### config.mk
export PLATFORM = sky130hd
export DESIGN_NAME = stream_rr_arbiter
export DESIGN_NICKNAME = d
export VERILOG_FILES = /design/src/rtl/stream_pkg.sv /design/src/rtl/rr_pick.sv /design/src/rtl/stream_rr_arbiter.sv
export SDC_FILE = /design/constraint.sdc
export NUM_CORES = 1
export LEC_CHECK = 0
export ABC_CLOCK_PERIOD_IN_PS = 1800
export CELL_PAD_IN_SITES_DETAIL_PLACEMENT = 1
export CELL_PAD_IN_SITES_GLOBAL_PLACEMENT = 2
export CORE_AREA = 2 2 94 69
export DETAILED_ROUTE_END_ITERATION = 7
export DIE_AREA = 0 0 96 71
export PLACE_DENSITY = 0.7
export SYNTH_ARGS = -nofsm -noshare
export SYNTH_HDL_FRONTEND = slang
export SYNTH_SLANG_ARGS = --single-unit
### constraint.sdc
create_clock -name clk -period 1.8 [get_ports clk]
set_input_delay 0.36 -clock clk [delete_from_list [all_inputs] [get_ports clk]]
set_output_delay 0.36 -clock clk [all_outputs]
set_load 0.005 [all_outputs]
### src/rtl/stream_pkg.sv
// stream_pkg: shared constants, index-width helper and FSM state encoding for the stream arbiter
package stream_pkg;
    localparam int DEF_N       = 4;
    localparam int DEF_LEN     = 8;
    localparam int DEF_TIMEOUT = 15;
    function automatic int idx_w(input int n);
        return (n > 1) ? $clog2(n) : 1;
    endfunction
    localparam int IDX_W = idx_w(DEF_N);
    typedef enum logic {ST_IDLE = 1'b0, ST_BUSY = 1'b1} state_e;
endpackage

### src/rtl/rr_pick.sv
// rr_pick: rotate-priority encoder, first set req scanning last_grant+1, +2, ... modulo N
//   req        : per-requester request bits
//   last_grant : index that won most recently (lowest priority now)
//   idx        : chosen index, 0 when nothing requests
//   any        : at least one request is set
module rr_pick
    import stream_pkg::*;
#(
    parameter int N = DEF_N
) (
    input  logic [N-1:0]          req,
    input  logic [idx_w(N)-1:0]   last_grant,
    output logic [idx_w(N)-1:0]   idx,
    output logic                  any
);
    localparam int W = idx_w(N);
    logic [W-1:0] j;
    // Scanning from the farthest offset down lets the nearest requester overwrite.
    always_comb begin
        idx = '0;
        j   = '0;
        for (int k = N; k >= 1; k--) begin
            j = W'((int'(last_grant) + k) % N);
            if (req[j]) idx = j;
        end
    end
    assign any = |req;
endmodule

### src/rtl/stream_rr_arbiter.sv
// stream_rr_arbiter: packet-granular round-robin merge of N valid/ready/last streams with stall watchdog
//   s_valid/s_last/s_data/s_ready : per-source stream, source i data at s_data[i*LEN +: LEN]
//   m_valid/m_last/m_data/m_ready : merged downstream stream
//   grant_id    : current owner, meaningful while busy
//   busy        : a grant is held
//   timeout_err : one-cycle pulse on the cycle the watchdog revokes a grant
module stream_rr_arbiter
    import stream_pkg::*;
#(
    parameter int N       = DEF_N,
    parameter int LEN     = DEF_LEN,
    parameter int TIMEOUT = DEF_TIMEOUT
) (
    input  logic                  clk,
    input  logic                  rst,
    input  logic [N-1:0]          s_valid,
    input  logic [N-1:0]          s_last,
    input  logic [N*LEN-1:0]      s_data,
    output logic [N-1:0]          s_ready,
    output logic                  m_valid,
    output logic                  m_last,
    output logic [LEN-1:0]        m_data,
    input  logic                  m_ready,
    output logic [idx_w(N)-1:0]   grant_id,
    output logic                  busy,
    output logic                  timeout_err
);
    localparam int W = idx_w(N);
    state_e       state_q, state_d;
    logic [W-1:0] grant_q, grant_d, last_q, last_d, pick_idx;
    logic [7:0]   stall_q, stall_d, stall_inc;
    logic         pick_any, vg, done, tmo;
    rr_pick #(.N(N)) u_pick (
        .req        (s_valid),
        .last_grant (last_q),
        .idx        (pick_idx),
        .any        (pick_any)
    );
    always_comb begin
        busy      = state_q == ST_BUSY;
        vg        = s_valid[grant_q];
        m_valid   = busy && vg;
        m_last    = busy && s_last[grant_q];
        m_data    = '0;
        s_ready   = '0;
        for (int i = 0; i < N; i++) begin
            m_data     = (busy && grant_q == W'(i)) ? s_data[i*LEN +: LEN] : m_data;
            s_ready[i] = busy && m_ready && grant_q == W'(i);
        end
        done      = m_valid && m_ready && m_last;
        stall_inc = (stall_q == 8'hFF) ? stall_q : stall_q + 8'd1;
        // The revoke fires on the stalled cycle that brings the count to TIMEOUT.
        tmo       = busy && !vg && stall_inc == 8'(TIMEOUT);
        timeout_err = tmo;
        state_d   = busy ? ((done || tmo) ? ST_IDLE : ST_BUSY) : (pick_any ? ST_BUSY : ST_IDLE);
        grant_d   = (!busy && pick_any) ? pick_idx : grant_q;
        last_d    = (done || tmo) ? grant_q : last_q;
        stall_d   = (busy && !vg && !tmo) ? stall_inc : '0;
    end
    assign grant_id = grant_q;
    always_ff @(posedge clk or posedge rst) begin
        if (rst) begin
            state_q <= ST_IDLE;
            grant_q <= '0;
            last_q  <= W'(N - 1);
            stall_q <= '0;
        end else begin
            state_q <= state_d;
            grant_q <= grant_d;
            last_q  <= last_d;
            stall_q <= stall_d;
        end
    end
endmodule

==> metrics, run 1 <==
Initial Utilization=18.3%; Num CTS Buffers=3; Die Wd=around 96 um; WP data arrival=approximately 1.9 ns; core footprint=5980 um2; Setup TNS Final=-4.54 ns; # port buffers=60; hold_ws=about 0.46 ns; sequential power share=17.7%; DR vias/cell=around 4.4; Max Freq=450 MHz; Int Power=approximately 1.8 mW; Post-CTS Hold Buffers=0; grt ovf=0; Routed WL=4460 um; pwr dens=roughly 1200 nW/um2; cells after synthesis=106; register area=~330 um2; Worst Setup Start Kind=register; Clk pwr share=9.7%; ys flop type=dfrtp_1; ranking of synthesized cells by area=dfrtp_1 25%, mux4_2 21%, and2_1 6.3%, dfstp_2 4.8%, nor2_1 3.1%; Max-Cap Viols=0; root buf cell=clkbuf_8; initial antenna violation count=0; Psw=a little under 900 uW; H-tree levels=1; Clock Sinks=13; peak supply drop=roughly 0.32 mV; worst-skew pair later-pin latency=~0.24 ns; fin crit period=around 2.2 ns; total track usage=12.9%; relative slew slack=between 60 and 70%; maximum number of pins on one net before global-route repair=17; fin crit share=123%; Slew Viols, Final=0; first-pass GRT wire length=roughly 7000 um; CP max FO=4; Synth top area share=25.2%; worst clock skew=~0.006 ns; Antenna Nets Post-Route=0; Comb pwr share=just over 70%; Clock transition at path regs=~0.060 ns; WP data required=around 1.4 ns; Area Growth Syn to Fin=105%; Worst Setup Path Type=reg2out; Die ar.=6820 um2; DRT iter0 DRCs=19; Crit. End Element=output pin; CTS tree=yes; RSZ-0062 raised after global routing=yes; Min-Delay Path Class=in2async; vias=around 1,300; synth cell count leaders=11 x and2_1, 11 x dfrtp_1, 10 x mux4_2; Post-synth EDFFs=0; Seq cells post-synth=13; final-stage net count=256; ys async rst share=between 90% and 100%; layout cell share with drive strength beyond 1=between 40% and 50%; fillers=between 600 and 700; Final Instance Area=approximately 2200 um2; area leader, netlist=dfrtp_1; Sw Share=32.9%; Clock Path Buffers=2; Die H=a little over 70 um; LEAKAGE=1.00 nW; DR WL/cell=approximately 15 um; placed inst area=about 2000 um2; mapped cell area=roughly 1100 um2; residual DRC count=0; Seq/Total Area, Yosys=between 30 and 40%; Post-Syn Area per Cell=10.3 um2; number of cell rows=24; Detailed Routing Iterations Pass 1=4; final hold vios=0; hpwl dp=around 3400 um; Warnings, synthesis=0; I/O pin count=61; vias in the first global route=approximately 1,400; syn nets=150; worst slew pin tran=roughly 0.54 ns; run status=finished with violations; Final setup viols=14; multi-input combinational cell area=about 800 um2; Post-Place Worst Slack=-0.732 ns; failing checks=negative setup slack; synth unique cells=38; final setup margin=-0.423 ns; number of diodes=0; Routability Congestion=0.838
[state kept, by name, summed over array words and instances (netlist names)]
signal	cells
stall_q	8
grant_id	2
last_q	2
busy	1
[cell usage in the layout (no fill, tap or decap), types with 3 or more instances in the layout]
master | netlist | routed
nand3_1 | 5 | 5
buf_4 | 0 | 31
a31oi_1 | 3 | 3
dlygate4sd2_1 | 0 | 9
clkbuf_8 | 0 | 3
clkbuf_2 | 0 | 3
and2_1 | 11 | 4
o21ai_0 | 6 | 6
mux4_2 | 10 | 10
inv_1 | 3 | 3
buf_2 | 1 | 5
clkdlybuf4s50_1 | 0 | 39
a21oi_1 | 5 | 5
nor2_1 | 9 | 8
buf_6 | 1 | 18
and2_4 | 0 | 7
dfrtp_1 | 11 | 9
[critical path, cell delays in order (launching register included)]
cell and delay (ns):
dfrtp_2 0.43, buf_4 0.14, buf_8 0.12, buf_6 0.11, buf_6 0.10, mux4_2 0.46
and2_4 0.16, buf_6 0.11
[layout make-up]
type	instances	share of cell area, %
clock buffer	4	2.01
timing repair buffer	107	43.4
multi-input combinational	84	35.0
sequential	13	14.7
tap	78	4.36
inverter	3	0.503
[power by group through the flow]
stage | Sequential (mW) | Clock (mW) | Combinational, mW
after detailed placement | 0.464 | 0 | 1.48
after floorplan | 0.441 | 0 | 0.751
final | 0.467 | 0.257 | 1.92
after CTS | 0.466 | 0.265 | 1.84
after global placement | 0.454 | 0 | 1.45
after global routing | 0.479 | 0.284 | 2.08
[timing repair]
| action | in CTS | in global routing |
|---|---|---|
| gates resized for setup | 73 | 21 |
| cloned | 1 | 0 |
| pin swaps | 15 | 3 |
| endpoints found under the setup margin | 24 | 25 |
| endpoints found under the hold margin | 0 | 0 |
| buffers inserted | 18 | 12 |
[cell families (layout without fill, tap and decap cells)]
| logic type | Yosys count | in the layout | share of synthesized area [%] |
|---|---|---|---|
| fa+ha+maj | 1 | 1 | 1.15 |
| simple gates | 44 | 44 | 24.1 |
| compound gates | 24 | 24 | 15.5 |
| mux | 14 | 14 | 24.5 |
| flops | 13 | 13 | 30.0 |
| xor+xnor | 1 | 1 | 0.803 |
| buf+inv | 9 | 114 | 3.90 |
[worst paths after layout]
path / slack [ns] / cells after the start / to / startpoint
setup / recovery: -0.42 / 7 / m_last / grant_id[0]$_DFFE_PP0P_
hold / removal: 0.46 / 2 / grant_id[1]$_DFFE_PP0P_ / rst
setup reg to reg: -0.38 / 8 / last_q[0]$_DFFE_PP1P_ / grant_id[0]$_DFFE_PP0P_
hold reg to reg: 0.57 / 2 / stall_q[7]$_DFF_PP0_ / stall_q[7]$_DFF_PP0_
max in group asynchronous: 0.95 / 2 / grant_id[0]$_DFFE_PP0P_ / rst
min in group clk: 0.57 / 2 / stall_q[7]$_DFF_PP0_ / stall_q[7]$_DFF_PP0_
[stage by stage]
stage                     total power, mW  cells  utilization (%)
final                                2.65    289             37.5
after detailed placement             1.94    264             32.7
after CTS                            2.57    285             36.8
after global routing                 2.84    289             37.5
after global placement               1.90    264             32.7
after floorplan                      1.19    106                -
[metal layers]
| metal | part of all wire [%] | global-route usage [%] |
|---|---|---|
| met1 | 42 | 15.2 |
| met2 | 47 | 23.5 |
| met3 | 10 | 3.41 |
| met4 | 0.49 | 2.38 |
| met5 | 0 | 0 |
No activity file was read; power rests on OpenSTA's default activity.
==> run 2: changes to the inputs <==
--- a/config.mk
+++ b/config.mk
@@ -6,6 +6,7 @@
 export NUM_CORES = 1
 export LEC_CHECK = 0
 export ABC_CLOCK_PERIOD_IN_PS = 1800
+export CAP_MARGIN = 20
 export CELL_PAD_IN_SITES_DETAIL_PLACEMENT = 1
 export CELL_PAD_IN_SITES_GLOBAL_PLACEMENT = 2
 export CORE_AREA = 2 2 94 69
==> results of run 2 <==
No change in the layout: final DEF, timing and power equal those of run 1.
==> run 3: changes to the inputs <==
--- a/config.mk
+++ b/config.mk
@@ -9,10 +9,11 @@
 export CAP_MARGIN = 20
 export CELL_PAD_IN_SITES_DETAIL_PLACEMENT = 1
 export CELL_PAD_IN_SITES_GLOBAL_PLACEMENT = 2
-export CORE_AREA = 2 2 94 69
+export CORE_AREA = 2 2 74 55
 export DETAILED_ROUTE_END_ITERATION = 7
-export DIE_AREA = 0 0 96 71
-export PLACE_DENSITY = 0.7
+export DIE_AREA = 0 0 76 57
+export DONT_BUFFER_PORTS = 1
+export PLACE_DENSITY = 0.68
 export SYNTH_ARGS = -nofsm -noshare
 export SYNTH_HDL_FRONTEND = slang
 export SYNTH_SLANG_ARGS = --single-unit
==> run 3 against run 2 <==
Compared with the run above:
- the flow still finishes with violations (negative setup slack)
- core utilization shrank 0.54 points
- non-clock buffer count is 87 lower
- global-route usage rose by 2.5 points
- total power is 28% lower
- largest cell class is now multi-input gates
- largest power group unchanged
==> metrics, run 3 (synthesis gave the netlist of run 1 again) <==
Die ar.=4330 um2 (-36%); Area Growth Syn to Fin=24.8%; relative slew slack=64.0% (-0.27 points); Sw Share=37.4% (+4.5 points); first-pass GRT wire length=5310 um (-23%); Crit. End Element=output pin; Final setup viols=13 (-1); DRT iter0 DRCs=39 (+20); vias in the first global route=1,010 (-28%); sequential power share=25.8% (+8.1 points); Die H=57 um (-20%); layout cell share with drive strength beyond 1=36.3% (-6.8 points); Max Freq=488 MHz (+8.5%); Setup TNS Final=-2.54 ns (+2.00 ns); Routability Congestion=0.771 (-8.0%); WP data arrival=1.69 ns (-0.17 ns); pwr dens=1410 nW/um2 (+19%); Routed WL=3200 um (-28%); number of cell rows=19 (-21%); Clock transition at path regs=0.06 ns (about the same); DR WL/cell=18.2 um (+18%); Clock Path Buffers=2 (unchanged); Clk pwr share=13.8% (+4.1 points); Worst Setup Path Type=reg2out; I/O pin count=61 (unchanged); Slew Viols, Final=0 (unchanged); worst slew pin tran=0.539 ns (+0.00402 ns); fin crit period=2.05 ns (-0.175 ns); run status=finished with violations; core footprint=3680 um2 (-38%); DR vias/cell=5.54 (+26%); final hold vios=0 (unchanged); root buf cell=clkbuf_8; Detailed Routing Iterations Pass 1=4 (unchanged); initial antenna violation count=0 (unchanged); residual DRC count=0 (unchanged); Clock Sinks=13 (unchanged); LEAKAGE=0.556 nW (-45%); Initial Utilization=29.6% (+11 points); most frequent cells in the layout=15 x buf_4, 11 x dfrtp_1, 10 x mux4_2; grt ovf=0 (unchanged); total track usage=15.3% (+2.5 points); max FFs per register=8 (unchanged); Max-Cap Viols=0 (unchanged); Psw=715 uW (-18%); Cell Count, Final, Fillers Out=176 (-39%); RSZ-0062 raised after global routing=yes; WP data required=1.44 ns (about the same); most common cell after layout, fill and taps aside=buf_4; final setup margin=-0.248 ns (+0.175 ns); worst clock skew=0.00391 ns (-0.00206 ns); Comb pwr share=60.3% (-12 points); Worst Setup Start Kind=register; Int Power=1.20 mW (-33%); peak supply drop=0.564 mV (+76%); Post-Place Worst Slack=0.0183 ns (+0.750 ns); maximum number of pins on one net before global-route repair=14 (-3); Die Wd=76 um (-21%); Min-Delay Path Class=in2async; Final Util=36.9% (-0.54 points); worst-skew pair later-pin latency=0.24 ns (about the same); # port buffers=0 (-100%); failing checks=negative setup slack; CTS tree=yes; Antenna Nets Post-Route=0 (unchanged); vias=975 (-24%); final-stage net count=169 (-34%); hold_ws=0.0438 ns (-0.417 ns); hpwl dp=2640 um (-23%); fin crit share=114% (-9.7 points); fillers=410 (-40%); Reg with most FFs=stall_q; H-tree levels=1 (unchanged); Num CTS Buffers=3 (unchanged); CP max FO=2 (-2); number of diodes=0 (unchanged); Inst Count DP=168 (-36%)
run 3: cell types whose count changed in the layout (fill, tap and decap cells not counted), sizes merged:
cell           previous run  this run
clkdlybuf4s50            39         0
buf                      55        20
dlygate4sd2               9         0
clkbuf                    7         4
dlymetal6s2s              1         0
run 3: layout make-up:
| cell class | instances | area (um2) | share of cell area, % |
|---|---|---|---|
| clock buffer | 4 | 45.0 | 3.31 |
| tap | 52 | 65.1 | 4.78 |
| sequential | 13 | 328 | 24.1 |
| inverter | 3 | 11.3 | 0.827 |
| timing repair buffer | 20 | 176 | 13.0 |
| multi-input combinational | 84 | 736 | 54.0 |
run 3: timing repair:
| item | 4_1_cts | 5_1_grt |
|---|---|---|
| pin swaps | 0 | 1 |
| endpoints found under the hold margin | 0 | 0 |
| resized for setup | 4 | 8 |
| hold buffers | 0 | 0 |
| setup endpoints to repair | 11 | 17 |
| buffers inserted | 1 | 3 |
run 3: path summary, 6_finish.rpt:
kind,depth (start not counted),start,to,slack (ns)
worst max-delay path,4,grant_id[0]$_DFFE_PP0P_,timeout_err,-0.25
max in group asynchronous,1,rst,last_q[0]$_DFFE_PP1P_,1.39
min in group clk,2,s_valid[3],grant_id[1]$_DFFE_PP0P_,0.32
worst min-delay path,1,rst,stall_q[2]$_DFF_PP0_,0.04
worst max register to register,6,grant_id[0]$_DFFE_PP0P_,last_q[1]$_DFFE_PP1P_,-0.12
worst min register to register,2,stall_q[7]$_DFF_PP0_,stall_q[7]$_DFF_PP0_,0.58
run 3: routing by layer:
metal | track usage, % | vias to the layer above | share of wire (%) | wire length, um
li1 | - | 445 | - | -
met1 | 21.0 | 497 | 46 | 1460
met2 | 24.7 | 27 | 49 | 1560
met3 | 3.48 | 6 | 3.9 | 125
met4 | 4.68 | 0 | 1.6 | 51
met5 | 0 | - | 0 | 0
run 3: power by group through the flow:
stage               logic [mW]  clock network, mW  registers, mW
floorplan                0.751                  0          0.441
global placement         0.951                  0          0.488
detailed placement       0.984                  0          0.501
CTS                       1.04              0.270          0.497
global route              1.26              0.293          0.511
finish                    1.15              0.264          0.494
run 3: critical path, stage by stage (launching register included):
cell      delay [ns]
dfrtp_1         0.37
mux4_2          0.53
nand2b_4        0.17
a211oi_4        0.21
buf_4           0.15
run 3: per-stage QoR:
step | power (mW) | area, um2
after global routing | 2.06 | 1360
after CTS | 1.81 | 1310
after floorplan | 1.19 | 1090
after detailed placement | 1.49 | 1240
after global placement | 1.44 | 1240
final | 1.91 | 1360
